==> config.mk <==
export PLATFORM = sky130hd
export DESIGN_NAME = multicycle_control_flat
export DESIGN_NICKNAME = d
export VERILOG_FILES = /design/src/rtl/multicycle_control_pkg.sv /design/src/rtl/multicycle_control_if.sv /design/src/rtl/multicycle_control_aluop_encoder.sv /design/src/rtl/multicycle_control.sv /design/src/flat_wrapper.sv
export SDC_FILE = /design/constraint.sdc
export NUM_CORES = 1
export LEC_CHECK = 0
export ABC_AREA = 1
export ABC_CLOCK_PERIOD_IN_PS = 2400
export CAP_MARGIN = 15
export CORE_MARGIN = 5
export CORE_UTILIZATION = 40
export CTS_BUF_LIST = sky130_fd_sc_hd__clkbuf_4
export DETAILED_ROUTE_END_ITERATION = 8
export PLACE_DENSITY = 0.84
export SYNTH_ARGS = -nofsm -noshare
export SYNTH_HDL_FRONTEND = slang
export SYNTH_SLANG_ARGS = --single-unit
==> constraint.sdc <==
create_clock -name clk -period 2.4 [get_ports clk]
set_clock_uncertainty 0.05 [all_clocks]
set_input_delay 0.24 -clock clk [delete_from_list [all_inputs] [get_ports clk]]
set_output_delay 0.24 -clock clk [all_outputs]
set_load 0.02 [all_outputs]
==> src/rtl/multicycle_control_pkg.sv <==
// Shared encodings for the multi-cycle MIPS main control: states, opcodes,
// ALUOp codes and datapath select values.
package mips_ctrl_pkg;

    typedef enum logic [3:0] {
        FETCH    = 4'd0,
        DECODE   = 4'd1,
        MEM_ADDR = 4'd2,
        MEM_RD   = 4'd3,
        MEM_WB   = 4'd4,
        MEM_WR   = 4'd5,
        R_EXEC   = 4'd6,
        I_EXEC   = 4'd7,
        ALU_WB   = 4'd8,
        BRANCH   = 4'd9,
        JUMP     = 4'd10,
        JR       = 4'd11
    } state_t;

    localparam logic [5:0] OP_RTYPE = 6'b000000;
    localparam logic [5:0] OP_J     = 6'b000010;
    localparam logic [5:0] OP_JAL   = 6'b000011;
    localparam logic [5:0] OP_BEQ   = 6'b000100;
    localparam logic [5:0] OP_BNE   = 6'b000101;
    localparam logic [5:0] OP_ADDI  = 6'b001000;
    localparam logic [5:0] OP_ANDI  = 6'b001100;
    localparam logic [5:0] OP_ORI   = 6'b001101;
    localparam logic [5:0] OP_LUI   = 6'b001111;
    localparam logic [5:0] OP_LW    = 6'b100011;
    localparam logic [5:0] OP_SW    = 6'b101011;
    localparam logic [5:0] FN_JR    = 6'b001000;

    localparam logic [3:0] ALUOP_ADD   = 4'b0100;
    localparam logic [3:0] ALUOP_RTYPE = 4'b0111;
    localparam logic [3:0] ALUOP_ANDI  = 4'b0101;
    localparam logic [3:0] ALUOP_ORI   = 4'b0110;
    localparam logic [3:0] ALUOP_LUI   = 4'b0011;
    localparam logic [3:0] ALUOP_BEQ   = 4'b1000;
    localparam logic [3:0] ALUOP_BNE   = 4'b1001;
    localparam logic [3:0] ALUOP_LW    = 4'b1010;
    localparam logic [3:0] ALUOP_SW    = 4'b1011;

    localparam logic [1:0] SRCB_B      = 2'b00;
    localparam logic [1:0] SRCB_FOUR   = 2'b01;
    localparam logic [1:0] SRCB_IMM    = 2'b10;
    localparam logic [1:0] SRCB_IMM_SH = 2'b11;

    localparam logic [1:0] PCSRC_ALU    = 2'b00;
    localparam logic [1:0] PCSRC_ALUOUT = 2'b01;
    localparam logic [1:0] PCSRC_JUMP   = 2'b10;
    localparam logic [1:0] PCSRC_REGA   = 2'b11;

    localparam logic [1:0] REGDST_RT = 2'b00;
    localparam logic [1:0] REGDST_RD = 2'b01;
    localparam logic [1:0] REGDST_RA = 2'b10;

    localparam logic [1:0] M2R_ALUOUT = 2'b00;
    localparam logic [1:0] M2R_MDR    = 2'b01;
    localparam logic [1:0] M2R_PC     = 2'b10;

endpackage

==> src/rtl/multicycle_control_if.sv <==
// Bundle between the main control FSM (master) and the datapath (slave).
interface multicycle_control_if;
    logic [5:0] opcode;
    logic [5:0] funct;
    logic       zero;
    logic       mem_ready;
    logic       IorD;
    logic       MemRead;
    logic       MemWrite;
    logic       IRWrite;
    logic       RegWrite;
    logic       ALUSrcA;
    logic       PCWrite;
    logic       ExtZero;
    logic [1:0] ALUSrcB;
    logic [1:0] PCSource;
    logic [1:0] RegDst;
    logic [1:0] MemtoReg;
    logic [3:0] ALUOp;
    logic       instr_done;
    logic       illegal;
    logic [3:0] state;

    modport master (
        input  opcode, funct, zero, mem_ready,
        output IorD, MemRead, MemWrite, IRWrite, RegWrite, ALUSrcA, PCWrite,
               ExtZero, ALUSrcB, PCSource, RegDst, MemtoReg, ALUOp,
               instr_done, illegal, state
    );

    modport slave (
        output opcode, funct, zero, mem_ready,
        input  IorD, MemRead, MemWrite, IRWrite, RegWrite, ALUSrcA, PCWrite,
               ExtZero, ALUSrcB, PCSource, RegDst, MemtoReg, ALUOp,
               instr_done, illegal, state
    );
endinterface

==> src/rtl/multicycle_control_aluop_encoder.sv <==
// Maps an opcode to the ALUOp code for the ALU control decoder. is_mem
// selects the lw/sw address-calculation codes.
module aluop_encoder
    import mips_ctrl_pkg::*;
(
    input  logic [5:0] opcode,
    input  logic       is_mem,
    output logic [3:0] aluop
);

    // Opcode to ALUOp lookup; unknown opcodes fall back to a plain add.
    always_comb begin
        aluop = ALUOP_ADD;
        if (is_mem) begin
            aluop = (opcode == OP_SW) ? ALUOP_SW : ALUOP_LW;
        end else begin
            case (opcode)
                OP_ADDI: aluop = ALUOP_ADD;
                OP_ANDI: aluop = ALUOP_ANDI;
                OP_ORI:  aluop = ALUOP_ORI;
                OP_LUI:  aluop = ALUOP_LUI;
                OP_BEQ:  aluop = ALUOP_BEQ;
                OP_BNE:  aluop = ALUOP_BNE;
                default: aluop = ALUOP_ADD;
            endcase
        end
    end

endmodule

==> src/rtl/multicycle_control.sv <==
// Multi-cycle MIPS main control FSM: steps each instruction through
// fetch/decode/execute/memory/write-back and drives all datapath selects.
module multicycle_control
    import mips_ctrl_pkg::*;
(
    input  logic                 clk,
    input  logic                 reset,
    multicycle_control_if.master bus
);

    state_t     state_reg, state_next;
    logic       rd_sel_reg, rd_sel_next;   // 1: ALU_WB writes rd (R-type), 0: rt
    logic [3:0] enc_aluop;

    logic       iord, mem_read, mem_write, ir_write, reg_write;
    logic       alu_src_a, pc_write, ext_zero, done, illegal_raw;
    logic [1:0] alu_src_b, pc_source, reg_dst, mem_to_reg;
    logic [3:0] alu_op;

    aluop_encoder u_aluop_encoder (
        .opcode (bus.opcode),
        .is_mem (state_reg == MEM_ADDR),
        .aluop  (enc_aluop)
    );

    // State and write-back destination flag registers.
    always_ff @(posedge clk) begin
        if (!reset) begin
            state_reg  <= FETCH;
            rd_sel_reg <= 1'b0;
        end else begin
            state_reg  <= state_next;
            rd_sel_reg <= rd_sel_next;
        end
    end

    // Next-state and Moore output decode; only PCWrite/IRWrite/instr_done
    // also look at mem_ready or zero.
    always_comb begin
        state_next  = state_reg;
        rd_sel_next = rd_sel_reg;
        iord        = 1'b0;
        mem_read    = 1'b0;
        mem_write   = 1'b0;
        ir_write    = 1'b0;
        reg_write   = 1'b0;
        alu_src_a   = 1'b0;
        pc_write    = 1'b0;
        ext_zero    = 1'b0;
        done        = 1'b0;
        illegal_raw = 1'b0;
        alu_src_b   = SRCB_B;
        pc_source   = PCSRC_ALU;
        reg_dst     = REGDST_RT;
        mem_to_reg  = M2R_ALUOUT;
        alu_op      = 4'b0000;
        case (state_reg)
            FETCH: begin
                mem_read  = 1'b1;
                alu_src_b = SRCB_FOUR;
                alu_op    = ALUOP_ADD;
                if (bus.mem_ready) begin
                    ir_write   = 1'b1;
                    pc_write   = 1'b1;
                    state_next = DECODE;
                end
            end
            DECODE: begin
                alu_src_b = SRCB_IMM_SH;
                alu_op    = ALUOP_ADD;
                case (bus.opcode)
                    OP_LW, OP_SW: state_next = MEM_ADDR;
                    OP_RTYPE: begin
                        if (bus.funct == FN_JR) begin
                            state_next = JR;
                        end else begin
                            state_next  = R_EXEC;
                            rd_sel_next = 1'b1;
                        end
                    end
                    OP_ADDI, OP_ANDI, OP_ORI, OP_LUI: begin
                        state_next  = I_EXEC;
                        rd_sel_next = 1'b0;
                    end
                    OP_BEQ, OP_BNE: state_next = BRANCH;
                    OP_J, OP_JAL:   state_next = JUMP;
                    default: begin
                        state_next  = FETCH;
                        illegal_raw = 1'b1;
                    end
                endcase
            end
            MEM_ADDR: begin
                alu_src_a  = 1'b1;
                alu_src_b  = SRCB_IMM;
                alu_op     = enc_aluop;
                state_next = (bus.opcode == OP_SW) ? MEM_WR : MEM_RD;
            end
            MEM_RD: begin
                iord     = 1'b1;
                mem_read = 1'b1;
                if (bus.mem_ready) state_next = MEM_WB;
            end
            MEM_WB: begin
                reg_write  = 1'b1;
                reg_dst    = REGDST_RT;
                mem_to_reg = M2R_MDR;
                done       = 1'b1;
                state_next = FETCH;
            end
            MEM_WR: begin
                iord      = 1'b1;
                mem_write = 1'b1;
                if (bus.mem_ready) begin
                    done       = 1'b1;
                    state_next = FETCH;
                end
            end
            R_EXEC: begin
                alu_src_a  = 1'b1;
                alu_src_b  = SRCB_B;
                alu_op     = ALUOP_RTYPE;
                state_next = ALU_WB;
            end
            I_EXEC: begin
                alu_src_a  = 1'b1;
                alu_src_b  = SRCB_IMM;
                alu_op     = enc_aluop;
                ext_zero   = (bus.opcode == OP_ANDI) || (bus.opcode == OP_ORI);
                state_next = ALU_WB;
            end
            ALU_WB: begin
                reg_write  = 1'b1;
                mem_to_reg = M2R_ALUOUT;
                reg_dst    = rd_sel_reg ? REGDST_RD : REGDST_RT;
                done       = 1'b1;
                state_next = FETCH;
            end
            BRANCH: begin
                alu_src_a  = 1'b1;
                alu_src_b  = SRCB_B;
                alu_op     = enc_aluop;
                pc_source  = PCSRC_ALUOUT;
                pc_write   = (bus.opcode == OP_BNE) ? ~bus.zero : bus.zero;
                done       = 1'b1;
                state_next = FETCH;
            end
            JUMP: begin
                pc_source = PCSRC_JUMP;
                pc_write  = 1'b1;
                if (bus.opcode == OP_JAL) begin
                    reg_write  = 1'b1;
                    reg_dst    = REGDST_RA;
                    mem_to_reg = M2R_PC;
                end
                done       = 1'b1;
                state_next = FETCH;
            end
            JR: begin
                pc_source  = PCSRC_REGA;
                pc_write   = 1'b1;
                done       = 1'b1;
                state_next = FETCH;
            end
            default: state_next = FETCH;
        endcase
    end

    // Enables and pulses are suppressed while reset is held low so an
    // abandoned instruction cannot write anything.
    assign bus.MemWrite   = mem_write & reset;
    assign bus.RegWrite   = reg_write & reset;
    assign bus.IRWrite    = ir_write & reset;
    assign bus.PCWrite    = pc_write & reset;
    assign bus.instr_done = done & reset;
    assign bus.illegal    = illegal_raw & reset;

    assign bus.IorD     = iord;
    assign bus.MemRead  = mem_read;
    assign bus.ALUSrcA  = alu_src_a;
    assign bus.ExtZero  = ext_zero;
    assign bus.ALUSrcB  = alu_src_b;
    assign bus.PCSource = pc_source;
    assign bus.RegDst   = reg_dst;
    assign bus.MemtoReg = mem_to_reg;
    assign bus.ALUOp    = alu_op;
    assign bus.state    = state_reg;

endmodule

==> src/flat_wrapper.sv <==
// flat-port wrapper written by rule: the top's interface ports become plain ports
module multicycle_control_flat import mips_ctrl_pkg::*;
  (clk, reset, bus_opcode, bus_funct, bus_zero, bus_mem_ready, bus_IorD, bus_MemRead, bus_MemWrite, bus_IRWrite, bus_RegWrite, bus_ALUSrcA, bus_PCWrite, bus_ExtZero, bus_ALUSrcB, bus_PCSource, bus_RegDst, bus_MemtoReg, bus_ALUOp, bus_instr_done, bus_illegal, bus_state);
  multicycle_control_if bus_i ();
  input  logic clk;
  input  logic reset;
  input wire logic [$bits(bus_i.opcode)-1:0] bus_opcode;
  input wire logic [$bits(bus_i.funct)-1:0] bus_funct;
  input wire logic [$bits(bus_i.zero)-1:0] bus_zero;
  input wire logic [$bits(bus_i.mem_ready)-1:0] bus_mem_ready;
  output wire logic [$bits(bus_i.IorD)-1:0] bus_IorD;
  output wire logic [$bits(bus_i.MemRead)-1:0] bus_MemRead;
  output wire logic [$bits(bus_i.MemWrite)-1:0] bus_MemWrite;
  output wire logic [$bits(bus_i.IRWrite)-1:0] bus_IRWrite;
  output wire logic [$bits(bus_i.RegWrite)-1:0] bus_RegWrite;
  output wire logic [$bits(bus_i.ALUSrcA)-1:0] bus_ALUSrcA;
  output wire logic [$bits(bus_i.PCWrite)-1:0] bus_PCWrite;
  output wire logic [$bits(bus_i.ExtZero)-1:0] bus_ExtZero;
  output wire logic [$bits(bus_i.ALUSrcB)-1:0] bus_ALUSrcB;
  output wire logic [$bits(bus_i.PCSource)-1:0] bus_PCSource;
  output wire logic [$bits(bus_i.RegDst)-1:0] bus_RegDst;
  output wire logic [$bits(bus_i.MemtoReg)-1:0] bus_MemtoReg;
  output wire logic [$bits(bus_i.ALUOp)-1:0] bus_ALUOp;
  output wire logic [$bits(bus_i.instr_done)-1:0] bus_instr_done;
  output wire logic [$bits(bus_i.illegal)-1:0] bus_illegal;
  output wire logic [$bits(bus_i.state)-1:0] bus_state;
  assign bus_i.opcode = bus_opcode;
  assign bus_i.funct = bus_funct;
  assign bus_i.zero = bus_zero;
  assign bus_i.mem_ready = bus_mem_ready;
  assign bus_IorD = bus_i.IorD;
  assign bus_MemRead = bus_i.MemRead;
  assign bus_MemWrite = bus_i.MemWrite;
  assign bus_IRWrite = bus_i.IRWrite;
  assign bus_RegWrite = bus_i.RegWrite;
  assign bus_ALUSrcA = bus_i.ALUSrcA;
  assign bus_PCWrite = bus_i.PCWrite;
  assign bus_ExtZero = bus_i.ExtZero;
  assign bus_ALUSrcB = bus_i.ALUSrcB;
  assign bus_PCSource = bus_i.PCSource;
  assign bus_RegDst = bus_i.RegDst;
  assign bus_MemtoReg = bus_i.MemtoReg;
  assign bus_ALUOp = bus_i.ALUOp;
  assign bus_instr_done = bus_i.instr_done;
  assign bus_illegal = bus_i.illegal;
  assign bus_state = bus_i.state;
  multicycle_control u_core (.clk(clk), .reset(reset), .bus(bus_i));
endmodule
==> results by group, run 1 <==
Placement
  – Input/output buffers: 41
  – Final HPWL DP: 1990 um
  – Dpl ws: -0.0193 ns
  – Placed cell areas: 0.00122 mm2
  – Post-placement cell count: 216
  – Gpl congestion: 0.884

Clock network
  – Clock latency on the worst-skew pair: 0.24 ns
  – CTS H-tree lvls: 1
  – Bufs on Longest Clock Path: 2
  – CTS tree: done
  – Clock buffer count from CTS: 3
  – Clock transition at the registers of the reported paths: 0.05 ns
  – CTS Sinks: 5
  – Cts hold-fix bufs: 0
  – Root buf cell: clkbuf_4

STA
  – Hold Vio Cnt, Final: 0
  – Rel. slew slack: 0.797
  – WHS: 0.455 ns
  – Final Slew Violations: 0
  – Period utilization: 0.937
  – Fmax: 445 MHz
  – PnR worst setup slack: 0.152 ns
  – Final setup violating endpoints: 0
  – Worst-margin pin slew: 0.304 ns
  – RSZ-0062 raised after global routing: no
  – Fin crit period: 2.25 ns

Synthesis
  – Yosys cell types: 22
  – Avg Synthesized Cell Area: 5.12 um2
  – Mapped cell area: 747 um2
  – Mapped Cells: 146
  – Sequential share of the synthesized area: 0.134
  – Yosys warning total: 0
  – Post-Syn Nets: 162
  – Synthesized flop and latch total: 5

Worst setup path
  – R2R depth: 8
  – Worst r2r dst: u_core.bus.state[0]$_SDFFE_PN0P_
  – Slowest stage delay, CP: 0.59 ns
  – Reg2Reg Setup Slack: 1.00 ns
  – Critical-path maximum fanout: 6
  – Worst Setup Path Type: reg -> out
  – Crit end category: output port
  – Data required, critical path: 2.11 ns
  – CP startpoint kind: flop
  – Reg2reg start: u_core.bus.state[0]$_SDFFE_PN0P_
  – WP data arrival: 1.96 ns
  – Slowest CP cell: clkdlybuf4s50_1
  – Cell chain of the critical path: inv_2, nor2_4, nand2_1, nand3_1, a21oi_1, inv_1, clkdlybuf4s50_1

Global routing
  – GRT Total Usage: 0.171
  – Vias in the first global route: 936
  – Largest net degree at the start of global routing: 10
  – Gr busiest metal: met2
  – M2 GR Usage: 0.320
  – GRT overflow: 0
  – Global-route wire length before repair: 3720 um
  – Global Route met3 Usage: 0.0113
  – Initial antenna violation count: 0
  – Global-route track usage on met1: 0.205

Die
  – Die Wd: 53.2 um
  – Die H: 53.2 um
  – Core Region: 0.00175 mm2
  – Die area: 0.00283 mm2
  – Effective utilization at floorplan: 0.428
  – Std-Cell Rows: 15
  – IO Pins: 42

Min path
  – Min-Delay Path Depth: 2
  – Worst hold path type: reg -> reg
  – Hold Crit Endpoint: u_core.rd_sel_reg$_SDFFE_PN0P_
  – HP Start: u_core.rd_sel_reg$_SDFFE_PN0P_

Power and ir drop
  – LEAKAGE: 0.740 nW
  – Max VDD drop: 328 uV
  – Power per cell area: 297 mW/mm2

Routing
  – Vias per cell: 4.81
  – Detail Route Antenna Nets: 0
  – Via count: 1064
  – Average routed wire per standard cell: 10.8 um
  – DRT Wirelength: 2380 um
  – Iteration-0 DRC Markers: 23
  – Detailed-route DRC error count: 0
  – Drt first pass iters: 4

Run
  – Max cap viols: 0

Cells and area
  – Non-Filler Instances: 221
  – Final nets: 213
  – Area delta synth->final: 70.2%
  – Final Util: 0.728
  – Final instance area: 0.00127 mm2
  – Share of layout cells above drive strength 1: 0.128
  – Max FFs per register: 4
  – Ant. Diodes: 0
  – # fillers: 173

Status
  – Status: finished clean
-- metal layers --
metal  up-vias  share of wire
met1       473           0.42
met2        32           0.51
met5         -              0
li1        559              -
met4         0              0
met3         0          0.065
-- critical path: cells and delay by family, from the launching register on --
family / cells / cell delay [ns]
buffers and inverters: 3 / 0.78
AND/OR/NAND/NOR: 3 / 0.39
AO/OA/AOI/OAI: 1 / 0.09
flip-flops: 1 / 0.46
-- where the power goes --
part | leakage (nW) | internal, W | switching, W
Sequential | 0.0411 | 0.0000874 | 0.00000831
Combinational | 0.681 | 0.0000784 | 0.0000951
Clock | 0.0184 | 0.0000741 | 0.0000342
-- final cells by class --
cell class                 count  area (um2)  area share
multi-input combinational    109         523       0.411
timing repair buffer          47         469       0.369
inverter                      31         116      0.0915
sequential                     5         101      0.0797
tap                           25        31.3      0.0246
clock buffer                   4        30.0      0.0236
-- layout by cell type, fill, tap and decap left out, types with 2 or more instances in the layout --
cell type,instances
dlymetal6s2s_1,6
nand3_1,12
nor2_1,27
clkdlybuf4s50_1,34
nor2_4,2
nand2_1,35
inv_2,3
o21ai_0,4
dfxtp_1,4
buf_4,6
nor2_2,3
nand2_2,3
nand4_1,4
a21oi_1,10
inv_1,27
a31oi_1,2
clkbuf_4,4
-- kinds of logic (layout without fill, tap and decap cells) --
kind of cell	after synthesis	count (layout)	synth area share
and+or+nand+nor	91	91	0.573
buffers and inverters	32	82	0.166
AOI/OAI and AO/OA	18	18	0.127
DFF	5	5	0.134
-- Yosys cell counts --
cell,instances,area share
nand3_1,12,0.080
o21ai_0,4,0.027
inv_2,3,0.015
o21ai_1,1,0.0067
nor2_4,2,0.030
nor2_1,27,0.14
o21bai_1,1,0.010
inv_1,27,0.14
nor4_1,1,0.0084
nor2_2,3,0.025
clkinv_1,1,0.0050
nand3_4,1,0.023
a21oi_1,10,0.067
nor3_2,1,0.013
buf_4,1,0.010
and3_1,1,0.0084
nand2_1,35,0.18
a31oi_1,2,0.017
dfxtp_1,5,0.13
nand3_2,1,0.013
nand4_1,4,0.033
nand2_2,3,0.025
-- worst max-delay path by stage --
stage,startpoint,endpoint,slack [ns],depth (start not counted)
after CTS,u_core.bus.state[1]$_SDFFE_PN0P_,bus_ALUOp[0],0.01,7
after global placement,bus_opcode[2],bus_illegal,-0.03,9
after global routing,u_core.bus.state[3]$_SDFFE_PN0P_,bus_ALUSrcA,0.03,8
after floorplan,u_core.bus.state[3]$_SDFFE_PN0P_,bus_RegWrite,0.42,6
final,u_core.bus.state[0]$_SDFFE_PN0P_,bus_ALUOp[1],0.15,7
after detailed placement,bus_opcode[2],bus_illegal,-0.02,9
-- per-stage QoR --
stage | power (W) | setup TNS, ns
2_1_floorplan | 0.000187 | 0
3_5_place_dp | 0.000270 | -0.0193
4_1_cts | 0.000381 | 0
6_report | 0.000378 | 0
5_1_grt | 0.000401 | 0
3_3_place_gp | 0.000267 | -0.0330
-- what timing repair did --
action	CTS	global route
buffers inserted	0	1
endpoints found under the setup margin	1	8
gates resized for setup	1	7
pin swaps	0	1
Power figures use the tool's default switching activity.
==> run 2, diff against run 1 <==
Settings changed: CAP_MARGIN 15 to 20, CELL_PAD_IN_SITES_DETAIL_PLACEMENT set to 1, CELL_PAD_IN_SITES_GLOBAL_PLACEMENT set to 1, CORE_UTILIZATION 40 to 26, PLACE_DENSITY 0.84 to unset, PLACE_DENSITY_LB_ADDON set to 0.1.
==> results by group, run 2 (synthesized netlist as in run 1, its figures left out) <==
STA
  – Rel. slew slack: 0.787 (was 0.797)
  – WHS: 0.474 ns (was 0.455 ns)
  – Hold Vio Cnt, Final: 0 (unchanged)
  – PnR worst setup slack: 0.135 ns (was 0.152 ns)
  – Fmax: 442 MHz (was 445 MHz)
  – Fin crit period: 2.26 ns (was 2.25 ns)
  – Final Slew Violations: 0 (unchanged)
  – Worst-margin pin slew: 0.317 ns (was 0.304 ns)
  – RSZ-0062 raised after global routing: no (unchanged)
  – Period utilization: 0.944 (was 0.937)
  – Final setup violating endpoints: 0 (unchanged)

Clock network
  – CTS H-tree lvls: 1 (unchanged)
  – Clock buffer count from CTS: 3 (unchanged)
  – CTS tree: done (unchanged)
  – Clock transition at the registers of the reported paths: 0.04 ns (was 0.05 ns)
  – CTS Sinks: 5 (unchanged)
  – Clock latency on the worst-skew pair: 0.23 ns (was 0.24 ns)
  – Root buf cell: clkbuf_4 (unchanged)
  – Cts hold-fix bufs: 0 (unchanged)
  – Bufs on Longest Clock Path: 2 (unchanged)

Global routing
  – Global-route wire length before repair: 4800 um (was 3720 um)
  – Vias in the first global route: 1160 (was 936)
  – Initial antenna violation count: 0 (unchanged)
  – GRT Total Usage: 0.139 (was 0.171)
  – GRT overflow: 0 (unchanged)
  – Largest net degree at the start of global routing: 10 (unchanged)

Routing
  – Average routed wire per standard cell: 12.3 um (was 10.8 um)
  – Drt first pass iters: 3 (was 4)
  – Vias per cell: 4.72 (was 4.81)
  – Detail Route Antenna Nets: 0 (unchanged)
  – Via count: 1071 (was 1064)
  – Iteration-0 DRC Markers: 15 (was 23)
  – DRT Wirelength: 2780 um (was 2380 um)
  – Detailed-route DRC error count: 0 (unchanged)

Power and ir drop
  – Max VDD drop: 330 uV (was 328 uV)
  – LEAKAGE: 0.704 nW (was 0.740 nW)
  – Total power: 0.000376 W (was 0.000378 W)
  – Gate power share: 0.468 (was 0.459)
  – Power per cell area: 294 mW/mm2 (was 297 mW/mm2)
  – Power share of the clock group: 0.278 (was 0.287)
  – Switching Fraction: 0.363 (was 0.364)
  – Net Sw Power: 0.000136 W (was 0.000138 W)
  – Sequential power share: 0.254 (about the same)
  – Int Pwr: 0.000240 W (about the same)

Die
  – IO Pins: 42 (unchanged)
  – Effective utilization at floorplan: 0.271 (was 0.428)
  – Core Region: 0.00276 mm2 (was 0.00175 mm2)
  – Die H: 63.6 um (was 53.2 um)
  – Die Wd: 63.6 um (was 53.2 um)
  – Std-Cell Rows: 19 (was 15)
  – Die area: 0.00404 mm2 (was 0.00283 mm2)

Placement
  – Placed cell areas: 0.00123 mm2 (was 0.00122 mm2)
  – Dpl ws: -0.0919 ns (was -0.0193 ns)
  – Final HPWL DP: 2520 um (was 1990 um)
  – Gpl congestion: 0.854 (was 0.884)
  – Input/output buffers: 41 (unchanged)

Cells and area
  – Final Util: 0.464 (was 0.728)
  – Final nets: 213 (unchanged)
  – Commonest cells after routing, fill and taps aside: nand2_1, clkdlybuf4s50_1, inv_1 (was nand2_1, clkdlybuf4s50_1, inv_1, nor2_1, nand3_1)
  – Area delta synth->final: 71.4% (was 70.2%)
  – # fillers: 411 (was 173)
  – Ant. Diodes: 0 (unchanged)
  – Max FFs per register: 4 (unchanged)
  – Final instance area: 0.00128 mm2 (was 0.00127 mm2)
  – Share of layout cells above drive strength 1: 0.138 (was 0.128)

Min path
  – Worst hold path type: reg -> reg (unchanged)

Worst setup path
  – Data required, critical path: 2.11 ns (about the same)
  – Critical-path maximum fanout: 5 (was 6)
  – Crit end category: output port (unchanged)
  – WP data arrival: 1.97 ns (was 1.96 ns)
  – Worst Setup Path Type: reg -> out (unchanged)
  – CP startpoint kind: flop (unchanged)

Status
  – Status: finished clean (unchanged)

Run
  – Max cap viols: 0 (unchanged)
-- run 2: cell types whose count changed in the layout (fill, tap and decap cells not counted), sizes merged --
cell           before  now
dlymetal6s2s        6    3
clkdlybuf4s15       0    1
clkdlybuf4s50      34   35
dlygate4sd2         1    2
-- run 2: final cells by class --
cell class	instances	area (um2)	area share
Inverter	31	116	0.0909
Tap cell	31	38.8	0.0303
Clock buffer	4	30.0	0.0235
Timing Repair Buffer	47	460	0.360
Sequential cell	5	101	0.0792
Multi-Input combinational cell	109	533	0.416
-- run 2: power groups by stage --
stage	Combinational [W]	Clock, W	Sequential [W]
2_1_floorplan	0.0000878	0	0.0000993
3_3_place_gp	0.000174	0	0.0000964
3_5_place_dp	0.000178	0	0.0000968
4_1_cts	0.000177	0.000110	0.0000955
5_1_grt	0.000194	0.000119	0.0000962
6_report	0.000176	0.000105	0.0000955
-- run 2: worst paths after layout --
check / to / cells past startpoint / slack [ns] / start
worst max-delay path: bus_ALUOp[1] / 7 / 0.14 / u_core.bus.state[2]$_SDFFE_PN0P_
worst max register to register: u_core.bus.state[2]$_SDFFE_PN0P_ / 8 / 0.96 / u_core.bus.state[0]$_SDFFE_PN0P_
worst min-delay path: u_core.rd_sel_reg$_SDFFE_PN0P_ / 2 / 0.47 / u_core.rd_sel_reg$_SDFFE_PN0P_
worst min register to register: u_core.rd_sel_reg$_SDFFE_PN0P_ / 2 / 0.47 / u_core.rd_sel_reg$_SDFFE_PN0P_
-- run 2: metal layers --
metal | part of all wire | wire length, um | track usage
met1 | 0.43 | 1180 | 0.157
met2 | 0.51 | 1430 | 0.258
met3 | 0.061 | 169 | 0.0320
met4 | 0 | 0 | 0.0312
met5 | 0 | 0 | 0
-- run 2: per-stage QoR --
step	instances	setup TNS [ns]
finish	227	0
global route	227	0
CTS	227	0
detailed placement	223	-0.161
global placement	223	-0.0624
floorplan	146	0
-- run 2: worst max-delay path: stages, from the launching register on --
cell and delay (ns):
dfxtp_1 0.45, nand2_1 0.15, inv_1 0.13, nand2_1 0.11, nand3_1 0.16, a21oi_1 0.09
inv_1 0.06, clkdlybuf4s50_1 0.59
-- run 2: what timing repair did --
| action | in CTS | in global routing |
|---|---|---|
| resized for setup | 5 | 6 |
| gates cloned | 0 | 0 |
| setup buffers | 0 | 0 |
| setup endpoints to repair | 5 | 4 |
==> run 3, diff against run 2 <==
--- a/config.mk
+++ b/config.mk
@@ -8,3 +8,3 @@
 export ABC_AREA = 1
-export ABC_CLOCK_PERIOD_IN_PS = 2400
+export ABC_CLOCK_PERIOD_IN_PS = 2250
 export CAP_MARGIN = 20
@@ -13,3 +13,3 @@
 export CORE_MARGIN = 5
-export CORE_UTILIZATION = 26
+export CORE_UTILIZATION = 24
 export CTS_BUF_LIST = sky130_fd_sc_hd__clkbuf_4
==> constraint.sdc (replaced) <==
create_clock -name clk -period 2.25 [get_ports clk]
set_clock_uncertainty 0.05 [all_clocks]
set_input_delay 0.3375 -clock clk [delete_from_list [all_inputs] [get_ports clk]]
set_output_delay 0.3375 -clock clk [all_outputs]
set_load 0.02 [all_outputs]
==> results by group, run 3 (synthesized netlist as in run 1, its figures left out) <==
Status
  – Status: finished clean (unchanged)

STA
  – Period utilization: 0.959
  – PnR worst setup slack: 0.0930 ns (was 0.135 ns)
  – Final Slew Violations: 0 (unchanged)
  – Fin crit period: 2.16 ns
  – RSZ-0062 raised after global routing: yes (was no)
  – Rel. slew slack: 0.826 (was 0.787)
  – Worst-margin pin slew: 0.258 ns (was 0.317 ns)
  – Final setup violating endpoints: 0 (unchanged)
  – Fmax: 464 MHz
  – Hold Vio Cnt, Final: 0 (unchanged)

Cells and area
  – Commonest cells after routing, fill and taps aside: nand2_1, inv_1, buf_4 (was nand2_1, clkdlybuf4s50_1, inv_1)
  – Share of layout cells above drive strength 1: 0.258 (was 0.138)
  – Final nets: 230 (was 213)
  – Area delta synth->final: 92.6% (was 71.4%)
  – Non-Filler Instances: 257 (was 227)
  – Most common cell after layout, fill and taps aside: nand2_1
  – Ant. Diodes: 0 (unchanged)
  – Max FFs per register: 4 (unchanged)

Global routing
  – Initial antenna violation count: 0 (unchanged)
  – Global-route wire length before repair: 5120 um (was 4800 um)
  – GRT overflow: 0 (unchanged)
  – Largest net degree at the start of global routing: 7 (was 10)
  – Vias in the first global route: 1187 (was 1160)
  – GRT Total Usage: 0.149 (was 0.139)

Die
  – Die area: 0.00433 mm2 (was 0.00404 mm2)
  – Die Wd: 65.8 um (was 63.6 um)
  – Effective utilization at floorplan: 0.247 (was 0.271)
  – IO Pins: 42 (unchanged)
  – Core Region: 0.00303 mm2 (was 0.00276 mm2)
  – Die H: 65.8 um (was 63.6 um)
  – Std-Cell Rows: 20 (was 19)

Placement
  – Input/output buffers: 41 (unchanged)
  – Gpl congestion: 0.813 (was 0.854)
  – Final HPWL DP: 2710 um (was 2520 um)
  – Dpl ws: -0.455 ns (was -0.0919 ns)
  – Post-placement cell count: 251 (was 223)

Power and ir drop
  – Total power: 0.000417 W (was 0.000376 W)
  – Power share of the clock group: 0.270 (was 0.278)
  – LEAKAGE: 0.901 nW (was 0.704 nW)
  – Int Pwr: 0.000264 W (was 0.000240 W)
  – Power per cell area: 290 mW/mm2 (was 294 mW/mm2)
  – Switching Fraction: 0.367 (was 0.363)
  – Sequential power share: 0.246 (was 0.254)
  – Max VDD drop: 275 uV (was 330 uV)
  – Net Sw Power: 0.000153 W (was 0.000136 W)
  – Gate power share: 0.484 (was 0.468)

Worst setup path
  – Crit end category: output port (unchanged)
  – Worst r2r dst: u_core.bus.state[2]$_SDFFE_PN0P_ (unchanged)
  – CP Launch Point: bus_opcode[4] (was u_core.bus.state[2]$_SDFFE_PN0P_)
  – R2R depth: 8 (unchanged)
  – Reg2Reg Setup Slack: 0.89 ns (was 0.96 ns)
  – WP data arrival: 1.77 ns (was 1.97 ns)
  – CP Capture Point: bus_ALUOp[0] (was bus_ALUOp[1])
  – Data required, critical path: 1.86 ns (was 2.11 ns)
  – Critical-path maximum fanout: 6 (was 5)
  – Worst Setup Path Type: in -> out (was reg -> out)
  – CP startpoint kind: input port (was flop)
  – Slowest stage delay, CP: 0.48 ns (was 0.59 ns)
  – Reg2reg start: u_core.bus.state[3]$_SDFFE_PN0P_ (was u_core.bus.state[0]$_SDFFE_PN0P_)
  – Slowest CP cell: clkdlybuf4s50_1 (unchanged)
  – Cell chain of the critical path: clkdlybuf4s50_1, nor2_4, nand3_1, a21oi_2, o21ai_0, a21oi_1, buf_4 (was nand2_1, inv_1, nand2_1, nand3_1, a21oi_1, inv_1, clkdlybuf4s50_1)

Clock network
  – CTS H-tree lvls: 1 (unchanged)
  – Clock buffer count from CTS: 3 (unchanged)
  – CTS tree: done (unchanged)
  – Bufs on Longest Clock Path: 2 (unchanged)
  – Cts hold-fix bufs: 0 (unchanged)
  – CTS Sinks: 5 (unchanged)
  – Root buf cell: clkbuf_4 (unchanged)
  – Clock latency on the worst-skew pair: 0.24 ns (was 0.23 ns)
  – Clock transition at the registers of the reported paths: 0.04 ns (about the same)

Routing
  – DRT Wirelength: 3200 um (was 2780 um)
  – Via count: 1147 (was 1071)
  – Detail Route Antenna Nets: 0 (unchanged)
  – Drt first pass iters: 4 (was 3)
  – Detailed-route DRC error count: 0 (unchanged)
  – Vias per cell: 4.46 (was 4.72)
  – Average routed wire per standard cell: 12.4 um (was 12.3 um)
  – Iteration-0 DRC Markers: 35 (was 15)

Min path
  – Worst hold path type: reg -> reg (unchanged)

Run
  – Max cap viols: 0 (unchanged)
run 3: power groups by stage:
stage / sequential [W] / clock [W] / combinational, W
after floorplan: 0.000106 / 0 / 0.0000937
after global placement: 0.000102 / 0 / 0.000199
after detailed placement: 0.000103 / 0 / 0.000203
after CTS: 0.000102 / 0.000119 / 0.000203
after global routing: 0.000103 / 0.000132 / 0.000220
final: 0.000102 / 0.000113 / 0.000202
run 3: layout make-up:
cell class | instances | area [um2]
fill | 429 | 1590
inverter | 31 | 116
multi-input combinational | 109 | 547
timing repair buffer | 64 | 587
tap | 44 | 55.1
sequential | 5 | 104
clock buffer | 4 | 30.0
run 3: stage by stage:
step / cell area, um2 / TNS [ns] / utilization / hold slack [ns]
floorplan: 747 / 0 / - / 0.385
global placement: 1360 / -2.38 / 0.450 / 0.437
detailed placement: 1360 / -2.94 / 0.450 / 0.442
CTS: 1410 / -0.0254 / 0.466 / 0.452
global route: 1440 / -0.0523 / 0.475 / 0.487
finish: 1440 / 0 / 0.475 / 0.442
run 3: worst min-delay path by stage:
stage                                           startpoint                                to  slack [ns]  cells past startpoint
final                       u_core.rd_sel_reg$_SDFFE_PN0P_    u_core.rd_sel_reg$_SDFFE_PN0P_        0.44                      2
after CTS                   u_core.rd_sel_reg$_SDFFE_PN0P_    u_core.rd_sel_reg$_SDFFE_PN0P_        0.45                      2
after floorplan                                      reset  u_core.bus.state[1]$_SDFFE_PN0P_        0.39                      2
after detailed placement    u_core.rd_sel_reg$_SDFFE_PN0P_    u_core.rd_sel_reg$_SDFFE_PN0P_        0.44                      2
after global routing      u_core.bus.state[2]$_SDFFE_PN0P_  u_core.bus.state[2]$_SDFFE_PN0P_        0.49                      2
after global placement      u_core.rd_sel_reg$_SDFFE_PN0P_    u_core.rd_sel_reg$_SDFFE_PN0P_        0.44                      2
run 3: critical path: cells and delay by family:
kind	cells	cell delay [ns]
compound gates	3	0.45
buf+inv	2	0.65
simple gates	2	0.33
run 3: timing repair:
action                     4_1_cts  5_1_grt
setup endpoints to repair       17       15
buffers inserted                 1        1
resized for setup               32       19
pin swaps                        2        2
run 3: metal layers:
| metal | GRT usage | vias to the layer above | share of wire |
|---|---|---|---|
| li1 | - | 592 | - |
| met4 | 0.0466 | 0 | 0.0025 |
| met5 | 0 | - | 0 |
| met2 | 0.288 | 17 | 0.53 |
| met3 | 0.0102 | 2 | 0.023 |
| met1 | 0.172 | 536 | 0.44 |
